## src/rtl/display_pkg.sv

```systemverilog
// Shared types and constants for the multiplexed 7-segment display driver.
// Segment codes are active-high, packed as {g,f,e,d,c,b,a}.
package display_pkg;

  typedef enum logic [1:0] {
    OCIOSO   = 2'd0,
    CONVERTE = 2'd1,
    ATUALIZA = 2'd2
  } state_t;

  localparam logic [15:0][6:0] SEG_CODES = {
    7'b1110001, 7'b1111001, 7'b1011110, 7'b0111001,  // F E D C
    7'b1111100, 7'b1110111, 7'b1101111, 7'b1111111,  // B A 9 8
    7'b0000111, 7'b1111101, 7'b1101101, 7'b1100110,  // 7 6 5 4
    7'b1001111, 7'b1011011, 7'b0000110, 7'b0111111   // 3 2 1 0
  };

  localparam logic [6:0] DASH  = 7'b1000000;
  localparam logic [6:0] BLANK = 7'b0000000;

  function automatic logic [3:0] add3(input logic [3:0] i_bcd);
    return (i_bcd >= 4'd5) ? (i_bcd + 4'd3) : i_bcd;
  endfunction

endpackage

```

## src/rtl/seg7_decode.sv

```systemverilog
// Combinational digit-to-segment decoder; dash takes priority over blank.
module seg7_decode
  import display_pkg::*;
(
  input  logic [3:0] i_digit,
  input  logic       i_blank,
  input  logic       i_dash,
  output logic [6:0] o_seg
);

  // Select dash, blank or the glyph for the digit
  always_comb begin
    o_seg = BLANK;
    if (i_dash) begin
      o_seg = DASH;
    end else if (i_blank) begin
      o_seg = BLANK;
    end else begin
      o_seg = SEG_CODES[i_digit];
    end
  end

endmodule

```

## src/rtl/display_bin_mult.sv

```systemverilog
// Binary-to-display driver: sequential double-dabble or direct hex digits,
// latched into a display register and scanned over DIGITS multiplexed digits.
module display_bin_mult
  import display_pkg::*;
#(
  parameter int DIGITS   = 4,
  parameter int WIDTH    = 9,
  parameter int SCAN_DIV = 50000
) (
  input  logic              clk,
  input  logic              rst,
  input  logic              entrada_valid,
  input  logic [WIDTH-1:0]  entradaBin,
  input  logic              modo_hex,
  input  logic              blank_zeros,
  output logic              entrada_ready,
  output logic [DIGITS-1:0] digit_sel,
  output logic [6:0]        outputSegmentos,
  output logic              overflow
);

  localparam int BCD_W  = 4 * DIGITS;
  localparam int EXT_W  = (WIDTH > BCD_W) ? WIDTH : BCD_W;
  localparam int IT_W   = $clog2(WIDTH + 1);
  localparam int IDX_W  = (DIGITS > 1) ? $clog2(DIGITS) : 1;
  localparam int SCAN_W = (SCAN_DIV > 1) ? $clog2(SCAN_DIV) : 1;

  state_t             r_state;
  logic               r_ready;
  logic [WIDTH-1:0]   r_value;
  logic               r_hex;
  logic               r_blank;
  logic [BCD_W-1:0]   r_bcd;
  logic               r_bcd_ovf;
  logic [IT_W-1:0]    r_iter;
  logic [BCD_W-1:0]   r_disp;
  logic [DIGITS-1:0]  r_disp_blank;
  logic               r_ovf;
  logic [SCAN_W-1:0]  r_scan;
  logic [IDX_W-1:0]   r_idx;
  logic [DIGITS-1:0]  r_sel;
  logic [6:0]         r_seg;

  logic [BCD_W-1:0]   w_adj;
  logic [BCD_W-1:0]   w_bcd_next;
  logic               w_carry;
  logic [EXT_W-1:0]   w_ext;
  logic [BCD_W-1:0]   w_new_dig;
  logic               w_new_ovf;
  logic [DIGITS-1:0]  w_new_blank;
  logic               w_lead;
  logic [3:0]         w_cur_dig;
  logic               w_cur_blank;
  logic [6:0]         w_seg;

  // One double-dabble step; a bit carried out of the top digit means the value cannot fit
  always_comb begin
    w_adj = r_bcd;
    for (int k = 0; k < DIGITS; k++) begin
      w_adj[4*k +: 4] = add3(r_bcd[4*k +: 4]);
    end
    {w_carry, w_bcd_next} = {w_adj, r_value[WIDTH-1]};
  end

  // Next display content, overflow flag and leading-zero mask
  always_comb begin
    w_ext       = EXT_W'(r_value);
    w_new_blank = '0;
    w_lead      = 1'b1;
    if (r_hex) begin
      w_new_dig = w_ext[BCD_W-1:0];
      w_new_ovf = |(w_ext >> BCD_W);
    end else begin
      w_new_dig = r_bcd;
      w_new_ovf = r_bcd_ovf;
    end
    for (int k = DIGITS - 1; k >= 1; k--) begin
      w_lead         = w_lead & (w_new_dig[4*k +: 4] == 4'd0);
      w_new_blank[k] = w_lead & r_blank & ~w_new_ovf;
    end
  end

  // Accept / convert / update sequencer
  always_ff @(posedge clk or posedge rst) begin
    if (rst) begin
      r_state      <= OCIOSO;
      r_ready      <= 1'b1;
      r_value      <= '0;
      r_hex        <= 1'b0;
      r_blank      <= 1'b0;
      r_bcd        <= '0;
      r_bcd_ovf    <= 1'b0;
      r_iter       <= '0;
      r_disp       <= '0;
      r_disp_blank <= {DIGITS{1'b1}} << 1;
      r_ovf        <= 1'b0;
    end else begin
      case (r_state)
        OCIOSO: begin
          if (entrada_valid) begin
            r_value   <= entradaBin;
            r_hex     <= modo_hex;
            r_blank   <= blank_zeros;
            r_bcd     <= '0;
            r_bcd_ovf <= 1'b0;
            r_iter    <= '0;
            r_ready   <= 1'b0;
            r_state   <= modo_hex ? ATUALIZA : CONVERTE;
          end
        end
        CONVERTE: begin
          r_bcd     <= w_bcd_next;
          r_bcd_ovf <= r_bcd_ovf | w_carry;
          r_value   <= {r_value[WIDTH-2:0], 1'b0};
          r_iter    <= r_iter + IT_W'(1);
          if (r_iter == IT_W'(WIDTH - 1)) begin
            r_state <= ATUALIZA;
          end
        end
        ATUALIZA: begin
          r_disp       <= w_new_dig;
          r_disp_blank <= w_new_blank;
          r_ovf        <= w_new_ovf;
          r_ready      <= 1'b1;
          r_state      <= OCIOSO;
        end
        default: begin
          r_ready <= 1'b1;
          r_state <= OCIOSO;
        end
      endcase
    end
  end

  assign w_cur_dig   = r_disp[4*r_idx +: 4];
  assign w_cur_blank = r_disp_blank[r_idx];

  seg7_decode u_decode (
    .i_digit (w_cur_dig),
    .i_blank (w_cur_blank),
    .i_dash  (r_ovf),
    .o_seg   (w_seg)
  );

  // Digit scanning; select and segments are registered together so they never disagree
  always_ff @(posedge clk or posedge rst) begin
    if (rst) begin
      r_scan <= '0;
      r_idx  <= '0;
      r_sel  <= DIGITS'(1);
      r_seg  <= SEG_CODES[0];
    end else begin
      if (r_scan == SCAN_W'(SCAN_DIV - 1)) begin
        r_scan <= '0;
        r_idx  <= (r_idx == IDX_W'(DIGITS - 1)) ? '0 : (r_idx + IDX_W'(1));
      end else begin
        r_scan <= r_scan + SCAN_W'(1);
      end
      r_sel <= DIGITS'(1) << r_idx;
      r_seg <= w_seg;
    end
  end

  assign entrada_ready   = r_ready;
  assign digit_sel       = r_sel;
  assign outputSegmentos = r_seg;
  assign overflow        = r_ovf;

endmodule

```

## config.mk

```make
export PLATFORM = sky130hd
export DESIGN_NAME = display_bin_mult
export DESIGN_NICKNAME = d
export VERILOG_FILES = /design/src/rtl/display_pkg.sv /design/src/rtl/seg7_decode.sv /design/src/rtl/display_bin_mult.sv
export SDC_FILE = /design/constraint.sdc
export NUM_CORES = 1
export LEC_CHECK = 0
export CORE_UTILIZATION = 35
export DETAILED_ROUTE_END_ITERATION = 10
export GPL_TIMING_DRIVEN = 0
export HOLD_SLACK_MARGIN = 0.12
export PLACE_DENSITY = 0.52
export SYNTH_ARGS = -nofsm -noshare
export SYNTH_HDL_FRONTEND = slang
export SYNTH_SLANG_ARGS = --single-unit
```

## constraint.sdc

```tcl
create_clock -name clk -period 2.6 [get_ports clk]
set_clock_uncertainty 0.15 [all_clocks]
set_input_delay 0.39 -clock clk [delete_from_list [all_inputs] [get_ports clk]]
set_output_delay 0.39 -clock clk [all_outputs]
set_load 0.01 [all_outputs]
```

Word level (Yosys, flattened, before mapping)
Memories as Yosys holds them, arrays and structs flattened.
Index checks and enable logic that the tools add are counted.
{"block": "word_totals", "regBits": 84, "latchBits": 0, "ram_bits": 0, "mem_bits_ro": 112, "inputBits": 14, "output_inout_bits": 13, "elab_cells": 84, "mem_count": 1}
{"block": "op_classes", "add_sub_neg": 7, "multipliers": 0, "div": 0, "order_cmp": 6, "n_eq_ne": 7, "shift": 2, "muxes": 26, "n_bitwise": 11, "reduce_logical": 9}
{"name": "(no name shown)", "depth": 16, "width": 7, "rd": 1, "rd_clocked_by_memory_dff": 0, "wr": 0, "line": "seg7_decode.sv:19", "rtl": "o_seg = SEG_CODES[i_digit];"}
{"cell": "$mux 16", "n": 3}
{"cell": "$pmux 16 s2", "n": 1}
{"cell": "$mux 7", "n": 3}
{"cell": "$mux 4", "n": 5}
{"cell": "$pmux 9 s2", "n": 1}
{"cell": "$add 16x1->16 const B", "n": 1}
{"cell": "$add 4x2->4 const B", "n": 4}
{"cell": "$eq 16x16->1 const B", "n": 1}
{"cell": "$ge 4x3->1 const B", "n": 4}
{"cell": "$shiftx 16x5->4", "n": 1}
{"cell": "$logic_not 4->1", "n": 3}
{"cell": "$mux 9", "n": 1}
{"cell": "$and 1x1->1", "n": 8}
{"cell": "$mux 2", "n": 4}
{"cell": "$pmux 4 s2", "n": 1}
{"cell": "$reduce_and 2->1", "n": 4}
{"cell": "$lt 4x5->1 const B", "n": 1}
{"cell": "$add 4x1->4 const B", "n": 1}
{"cell": "$eq 2x2->1 const B", "n": 2}
{"cell": "$eq 4x4->1 const B", "n": 1}
{"cell": "$ne 2x2->1 const B", "n": 2}
{"cell": "$pmux 1 s2", "n": 2}
{"cell": "$pmux 2 s2", "n": 1}
{"cell": "$shl 1x2->4 const A", "n": 1}
{"cell": "other kinds (9)", "n": 12}

Depth between registers and ports, before layout
{"block": "depth", "depth_word": 6, "mapped_depth": 7, "depth_no_buf": 6}

By module
From an unflattened synthesis, not the netlist that was laid out.
{"block": "hier_totals", "cells_unflattened": 414, "hier_area_um2": 4286.6}
{"mod": "display_bin_mult", "instances": 1, "cells_each": 375, "area_per_inst_um2": 3996.3, "seq_area_each_um2": 2115.8}
{"mod": "seg7_decode", "instances": 1, "cells_each": 39, "area_per_inst_um2": 290.3, "seq_area_each_um2": 0.0}

Worst setup path after synthesis
OpenSTA, ideal clock, no wires.
{"block": "synth_timing", "kind": "reg-to-reg", "start": "register r_idx[0]", "end": "register r_seg[3] (netlist: outputSegmentos[3])", "setup_time_ns": 0.074, "t_arrival_ns": 1.936, "t_required_ns": 2.376, "setup_slack_ns": 0.440, "path_stages_with_launch": 7, "n_path_buf": 1, "period_less_slack_ns": 2.160, "path_cell_list": "dfrtp_1 buf_6 mux4_1 ha_1 or2_0 a21o_2 a21oi_1"}
{"block": "synth_between", "elab_chain_cells": 5, "word_cells_on_any_way": 7, "cone_classes": "1 x shift; 5 x mux; 1 x memory"}
{"item": "from (decl)", "line": "display_bin_mult.sv:40", "rtl": "logic [IDX_W-1:0] r_idx;"}
{"item": "from (signal assigned)", "line": "display_bin_mult.sv:155", "rtl": "r_idx <= (r_idx == IDX_W'(DIGITS - 1)) ? '0 : (r_idx + IDX_W'(1));"}
{"item": "$shiftx 16x5->4", "line": "display_bin_mult.sv:135", "rtl": "assign w_cur_dig = r_disp[4*r_idx +: 4];"}
{"item": "$mem_v2 16x7"}
{"item": "$mux 7 (not written as such)", "line": "seg7_decode.sv:19"}
{"item": "$mux 7 (*)", "line": "seg7_decode.sv:16", "rtl": "end else if (i_blank) begin"}
{"item": "$mux 7 (*)", "line": "seg7_decode.sv:14", "rtl": "if (i_dash) begin"}
{"item": "net u_decode.o_seg[3]", "line": "seg7_decode.sv:8", "rtl": "output logic [6:0] o_seg"}
{"item": "to (signal assigned)", "line": "display_bin_mult.sv:151", "rtl": "r_seg <= SEG_CODES[0];"}
{"item": "to (signal assigned)", "line": "display_bin_mult.sv:160", "rtl": "r_seg <= w_seg;"}
{"item": "to (decl)", "line": "display_bin_mult.sv:42", "rtl": "logic [6:0] r_seg;"}
Mark *: on every way through the listed nets, which the timed path passes. The rest lies on a longest branch. The select of a mux whose other input is x is not followed.
A chain may end at the register's enable or synchronous reset.

Worst setup path after layout
Same ends and word-level chain as after synthesis.

==> metrics.yaml <==
wl_mm: 9.66
cts-root-buf: "clkbuf_16"
cp.required_ns: 2.73
synthToLayoutAreaGrowth_pct: 17.9
drive_gt1_share_pct: 10.7
tightest_slew_ns: 0.589
ioPinCount: 27
place_hpwl_mm: 6.98
clockBufferDepth: 2
track_usage_pct: 17.1
dr_total_vias: 3180
outcome: "completed"
num_antenna_cells: 0
drcViolationCount: 0
synth-seq-cells: 84
cp_max_fo: 8
rrSetupSlack_ns: 0.25
synth_area_leaders: "dfrtp_1 42%, dfstp_2 6.7%, ha_1 6.1%, o21ai_0 4.6%, nand2_1 4.6%"
final-max-slew-violation-count: 0
insertion_delay_ns: 0.35
synth_area_um2: 4310
setup_viol: 0
yosys.area.top_type: "dfrtp_1"
grt_overflow_total: 0
synth_cell_types: 51
synthesis.nets: 451
htree_levels: 3
nNetsFinal: 490
criticalPathCategory: "reg -> reg"
end_kind: "flop"
finalInstanceArea_um2: 5080
hold_viol: 0
finalSetupTns_ns: 0
die_area_um2: 12800
die_w_um: 113
drt_iter0_drc: 178
core-area_um2: 12000
hold_path_class: "in -> async"
antenna_left: 0
start_kind: "flop"
cts_setup_buffers: 0
gp_congestion: 0.764
tritoncts: "yes"
wl_per_cell_um: 15.9
grt_start_max_net_pins: 41
fp-row-count: 40
cts_hold_buf: 0
irDropWorstVdd_uv: 355
dpl_cell_area_um2: 4800
syn_inst: 416
min_period_over_period_pct: 90.2
synth_top_area_share_pct: 42.4
start_util_pct: 35.9
grt_pass1_wl_mm: 16.6
crit_arrival_ns: 2.47
yosysWarnings: 0
cts_buffers: 9
p_leak_uw: 0.00220
period_needed_ns: 2.35
powerDensity_nw_per_um2: 903
port_buffers: 26
rsz0062_at_grt: "false"
final_cell_mix: "73 x dfrtp_1, 53 x nand2_1, 40 x o21ai_0"
ctsResizeCount: 0
cts_sinks: 84
cap_viol_max_count: 0
synth.avg_cell_area_um2: 10.4
grt_antenna_before_repair: 0
slew_headroom_pct: 60.4
dr.pass1.iters: 4
maxClockFrequency_mhz: 426
drt-vias-per-instance: 5.24
grt_pass1_vias: 3145
die_y_um: 113
ys_seq_area_share_pct: 49.1
clk_pin_slew_worst_paths_ns: 0.06
final_common_cell: "dfrtp_1"
cell usage after synthesis, drive strengths merged:
library cell	instances
o31ai	9
nand2	53
mux4	4
xor2	12
o32ai	2
and3b	7
or4b	1
or4bb	2
mux2	7
xnor2	7
nor3b	1
nor3	5
o21ai	40
o221a	1
a21oi	19
a22oi	2
inv	18
a22o	3
nor2	20
o22ai	6
mux2i	13
a211oi	2
and4	1
nand2b	15
o211ai	1
a32o	4
and3	1
buf	7
nand4	4
a221oi	1
nor2b	8
or2	3
a21o	2
nor4	4
or4	4
nand3	9
dfstp	11
ha	21
dfrtp	73
or3b	1
clkbuf	12
per-layer routing:
| metal | routed length, um | up-vias | track usage (%) |
|---|---|---|---|
| met5 | 0 | - | 0 |
| met2 | 4290 | 47 | 25.1 |
| met4 | 212 | 0 | 8.77 |
| li1 | - | 1545 | - |
| met1 | 4870 | 1574 | 24.1 |
| met3 | 291 | 14 | 3.11 |
kinds of logic after synthesis:
logic type,after synthesis,share of synthesized area [%]
and+or+nand+nor,139,16.7
xor gates and xnor gates,19,3.86
muxes,24,7.20
DFF,84,49.1
adders and majority gates,21,6.10
AOI/OAI and AO/OA,92,13.2
buffers and inverters,37,3.80
final timing paths:
kind                                        startpoint                           end  cells past startpoint
max                               r_idx[0]$_DFFE_PP0N_  outputSegmentos[3]$_DFF_PP1_                      6
min                                                rst           r_scan[5]$_DFF_PP0_                      2
max reg2reg                       r_idx[0]$_DFFE_PP0N_  outputSegmentos[3]$_DFF_PP1_                      6
min reg2reg                r_disp_blank[2]$_DFFE_PP1N_   r_disp_blank[2]$_DFFE_PP1N_                      2
max in group asynchronous                          rst     entrada_ready$_DFFE_PP1P_                      4
min in group clk           r_disp_blank[2]$_DFFE_PP1N_   r_disp_blank[2]$_DFFE_PP1N_                      2
flip-flops by register name (all words and copies together) (netlist names), 2 cells and up:
name and flops:
r_bcd 16, r_iter 4, digit_sel 4, r_value 9, r_disp 16, outputSegmentos 7, r_scan 16, r_state 2
r_idx 2, r_disp_blank 3
worst max-delay path, cell delays in order (launching register included):
cell	delay, ns
dfrtp_1	0.40
buf_6	0.16
mux4_1	0.67
ha_1	0.32
or2_0	0.23
a21o_2	0.21
a21oi_1	0.14
area by class of cell:
class | count | area [um2]
clock buffer | 15 | 278
fill | 1204 | 6930
timing repair buffer | 28 | 300
clock inverter | 1 | 5.00
multi-input combinational | 295 | 2030
tap | 147 | 184
inverter | 18 | 71.3
sequential | 84 | 2120
buffer | 19 | 96.3
through the flow:
step                hold slack, ns  cells  utilization [%]  total power, uW  setup slack, ns
floorplan                    0.286    416                -             2860            0.440
global placement             0.298    589             39.6             3360           0.0838
detailed placement           0.299    591             39.9             3380           0.0904
CTS                          0.260    607             42.3             4630            0.236
global route                 0.298    607             42.3             4900            0.119
finish                       0.250    607             42.3             4590            0.255
power breakdown:
| part | total (uW) | internal, uW | switching (uW) |
|---|---|---|---|
| sequential | 1880 | 1650 | 234 |
| combinational | 1470 | 638 | 828 |
| clock | 1240 | 726 | 514 |
No activity file was read; power rests on OpenSTA's default activity.
